<file path="src/rtl/countdown6bit_timer.sv">
// countdown6bit_timer: 6-bit loadable down-counter with a one-shot terminal
// pulse, a reload register and a three-state sequencing FSM.
//
// Build option: define COUNTDOWN_AUTO_RELOAD_EN to make the counter restart
// from the reload register after each terminal event instead of parking in
// DONE. With the macro undefined the counter is one-shot.
//
// CLRDEL / CLKDEL are kept so existing instantiations still elaborate. Register
// updates here are zero-delay, so they only need to be non-negative.
//
//  state   | meaning
//  --------+---------------------------------------------------------------
//  IDLE    | out of clear, waiting for the first load; enable ignored
//  RUN     | counting down on enabled edges; busy = 1
//  DONE    | terminal count reached (or zero loaded); waiting for a load
module countdown6bit_timer #(
    parameter int CLRDEL = 10,
    parameter int CLKDEL = 15
) (
    input  logic       clock,
    input  logic       clear,
    input  logic       load,
    input  logic [5:0] load_value,
    input  logic       enable,
    output logic [5:0] count,
    output logic       zero,
    output logic       done,
    output logic       busy
);

    localparam logic [1:0] ST_IDLE = 2'd0;
    localparam logic [1:0] ST_RUN  = 2'd1;
    localparam logic [1:0] ST_DONE = 2'd2;

    if ((CLRDEL < 0) || (CLKDEL < 0)) begin : g_bad_delay
        $error("countdown6bit_timer: delay parameters must be non-negative");
    end

    logic [1:0] state;
    logic [1:0] state_nxt;
    logic [5:0] count_nxt;
    logic [5:0] reload;
    logic [5:0] reload_nxt;
    logic       done_nxt;

    // Next-state, next-count and terminal-pulse decode; load beats enable in every state.
    always_comb begin
        state_nxt  = state;
        count_nxt  = count;
        reload_nxt = reload;
        done_nxt   = 1'b0;
        if (load) begin
            reload_nxt = load_value;
            count_nxt  = load_value;
            if (load_value != 6'd0) begin
                state_nxt = ST_RUN;
            end else begin
                // A zero load is its own terminal event.
                state_nxt = ST_DONE;
                done_nxt  = 1'b1;
            end
        end else begin
            case (state)
                ST_RUN: begin
                    if (enable) begin
                        if (count > 6'd1) begin
                            count_nxt = count - 6'd1;
                        end else if (count == 6'd1) begin
                            count_nxt = 6'd0;
                            done_nxt  = 1'b1;
`ifdef COUNTDOWN_AUTO_RELOAD_EN
                            state_nxt = ST_RUN;
`else
                            state_nxt = ST_DONE;
`endif
                        end else begin
`ifdef COUNTDOWN_AUTO_RELOAD_EN
                            // Count sits at 0 for one enabled cycle, then restarts,
                            // giving a period of reload+1 edges.
                            count_nxt = reload;
`else
                            // Unreachable in one-shot mode: RUN is never entered at 0.
                            count_nxt = count;
`endif
                        end
                    end
                end
                ST_IDLE, ST_DONE: begin
                    count_nxt = count;
                end
                default: begin
                    // Recover from the unused encoding without a spurious pulse.
                    state_nxt = ST_IDLE;
                end
            endcase
        end
    end

    // State, count, reload and done registers; clear wins asynchronously.
    always_ff @(posedge clock or posedge clear) begin
        if (clear) begin
            state  <= ST_IDLE;
            count  <= 6'd0;
            reload <= 6'd0;
            done   <= 1'b0;
        end else begin
            state  <= state_nxt;
            count  <= count_nxt;
            reload <= reload_nxt;
            done   <= done_nxt;
        end
    end

    // Status flags decoded straight from the registers.
    always_comb begin
        zero = (count == 6'd0);
        busy = (state == ST_RUN);
    end

endmodule

</file>
<file path="config.mk">
export PLATFORM = sky130hd
export DESIGN_NAME = countdown6bit_timer
export DESIGN_NICKNAME = d
export VERILOG_FILES = /design/src/rtl/countdown6bit_timer.sv
export SDC_FILE = /design/constraint.sdc
export NUM_CORES = 1
export LEC_CHECK = 0
export BUFFER_PORTS_ARGS = -buffer_cell sky130_fd_sc_hd__buf_2
export CORE_MARGIN = 2
export CORE_UTILIZATION = 30
export CTS_BUF_LIST = sky130_fd_sc_hd__clkbuf_8
export DETAILED_ROUTE_END_ITERATION = 6
export SYNTH_ARGS = -nofsm -noshare
export SYNTH_HDL_FRONTEND = slang
export SYNTH_SLANG_ARGS = --single-unit
</file>
<file path="constraint.sdc">
create_clock -name clock -period 2.7 [get_ports clock]
set_input_delay 0.81 -clock clock [delete_from_list [all_inputs] [get_ports clock]]
set_output_delay 0.81 -clock clock [all_outputs]
set_load 0.01 [all_outputs]
</file>
==> impl_metrics.yaml <==
pwr:
  p_leak_nw: 0.340
  vdd_drop_max_mv: 0.241
  p_per_area_nw_per_um2: 556
routing:
  dr.pass1.iters: 4
  wl_per_cell_um: 12.7
  drt_wl_total_mm: 1.34
  vias: 540
  drc: 0
  drtIter0Drc: 14
  vias_per_cell: 5.09
  ant_nets: 0
cells_and_area:
  diodes: 0
  final_common_cell: "buf_2"
  nets: 95
  area_growth_pct: 28.6
  n_fill_cell: 182
  drive_gt1_frac: 0.333
  multiInputGateArea_um2: 315
  seq_area_um2: 225
  final_cell_mix: "18 x buf_2, 9 x dfrtp_1, 7 x nand3_1, 6 x nand2_1, 5 x inv_1"
  final_cells: 106
  fin_util: 0.416
yosys:
  yosys_warnings: 0
  synth_area_um2: 564
  synth_enable_flop_cells: 0
  synthCells: 60
  ys.flop_type: "dfrtp_1"
  syn-num-nets: 73
  synth.avg_cell_area_um2: 9.40
  ys_seq_area_frac: 0.399
  yosys_register_bits: 9
  synth_cell_types: 27
  ys_async_sr_fraction: 1.00
worst_setup_path:
  arrival_ns: 1.37
  slowest_delay_ns: 0.42
  path_class: "reg -> out"
  critical_path_required_ns: 1.89
  cp_cell_sequence: "nor4_4, and2_2, buf_2"
  crit_buf_inv: 1
  start_kind: "flip-flop"
  cp-startpoint: "count[4]"
  path_max_fanout: 6
  slowest_stage: "dfrtp_1"
  reg2reg_from: "count[0]"
  cp-end-kind: "output port"
  critical_path.top_delay_family: "simple AND/OR/NAND/NOR gates"
sta:
  final_max_slew_viol_count: 0
  worst_pin_slew_ns: 0.397
  fin_crit_sh: 0.807
  layout_setup_ws_ns: 0.521
  finClkSkew_ns: 0.00368
  rsz0062_at_grt: "no"
  slew_headroom: 0.733
  finalSetupViolCount: 0
  setup_tns_ns: 0
  fmax_mhz: 459
  final_hold_viol_count: 0
  post-route-min-period_ns: 2.18
floorplan:
  dieArea_um2: 2240
  ios: 19
  rows: 15
  core-area_um2: 1750
  dieWidth_um: 47.4
  die_h_um: 47.4
  start_util: 0.323
global_routing:
  grt_max_degree: 11
  grt_pass1_wl_mm: 2.05
  antenna_found_initial: 0
  grt_use_total: 0.133
  grt_pass1_vias: 459
  grt_overflow: 0
clock_tree:
  cts_buffer_depth: 2
  clock_sinks: 9
  cts_tree: "built"
  cts_root_buf: "clkbuf_8"
  path_clk_slew_ns: 0.05
  htree_levels: 1
  holdBufCountCts: 0
  cts_buffers: 3
  cts_setup_buffers: 0
  cts_resized: 0
  clk-insertion-delay-late_ns: 0.23
placed_design:
  hpwl_mm: 1.05
  dp.cells: 102
  preCtsSetupSlack_ns: 0.767
  portBuffers: 18
  gp_congestion: 0.830
min_path:
  min_from: "state[1]"
  min_path_type: "reg -> reg"
job:
  cap_violations: 0
outcome:
  outcome: "completed"
path summary, 6_finish.rpt:
path	to	slack [ns]	cells after the start
min in group asynchronous	state[1]	0.54	2
worst max-delay path	zero	0.52	3
worst min register to register	state[1]	0.53	1
worst max register to register	count[1]	1.19	5
worst min-delay path	state[1]	0.53	1
max in group asynchronous	count[3]	1.89	2
per-layer routing:
layer | routed length [um] | vias up | track usage
met5 | 0 | - | 0
met4 | 0 | 0 | 0.0500
met3 | 64 | 0 | 0.0346
met2 | 608 | 17 | 0.197
met1 | 668 | 256 | 0.182
li1 | - | 267 | -
cell type report:
cell class | count | share of cell area
inverter | 5 | 0.0259
timing repair buffer | 18 | 0.124
tap | 25 | 0.0431
sequential | 9 | 0.310
clock inverter | 1 | 0.00517
clock buffer | 3 | 0.0569
multi-input combinational | 45 | 0.434
cells in the mapped netlist (2+ instances only):
master     instances  area (um2)
nand3b_1           3        22.5
ha_1               3        37.5
inv_1              4        15.0
a2bb2oi_1          2        17.5
nand2_1            6        22.5
a31o_2             2        17.5
a21oi_1            2        10.0
o311ai_0           2        17.5
nand3_1            7        35.0
dfrtp_1            9         225
nor2_1             4        15.0
through the flow:
| step | cell area [um2] | power (W) | hold WS, ns |
|---|---|---|---|
| 2_1_floorplan | 564 | 0.000218 | 0.470 |
| 5_1_grt | 726 | 0.000426 | 0.550 |
| 3_3_place_gp | 681 | 0.000251 | 0.512 |
| 6_report | 726 | 0.000404 | 0.527 |
| 4_1_cts | 726 | 0.000405 | 0.521 |
| 3_5_place_dp | 681 | 0.000252 | 0.506 |
worst register-to-register path, delay by kind of cell, from the launching register on:
| family | cells | cell delay [ns] |
|---|---|---|
| AND/OR/NAND/NOR | 1 | 0.14 |
| flip-flops | 1 | 0.43 |
| buffers and inverters | 1 | 0.09 |
| adder cells (fa/ha/maj) | 1 | 0.28 |
| AO/OA/AOI/OAI | 2 | 0.47 |
flip-flops by register name, indices dropped and copies added, names as in the netlist:
name / count
state: 2
done: 1
count: 6
kinds of logic after synthesis:
family / Yosys count / share of synthesized area
fa+ha+maj: 3 / 0.0665
buf+inv: 6 / 0.0421
simple gates: 27 / 0.288
flops: 9 / 0.399
compound gates: 15 / 0.204
power breakdown:
group / switching, W / leakage, nW / internal (W) / total, W
Combinational: 0.0000484 / 0.203 / 0.0000364 / 0.0000848
Sequential: 0.0000174 / 0.110 / 0.000147 / 0.000165
Clock: 0.0000552 / 0.0269 / 0.0000992 / 0.000154
Note: power is estimated with default switching activity, not from simulation.
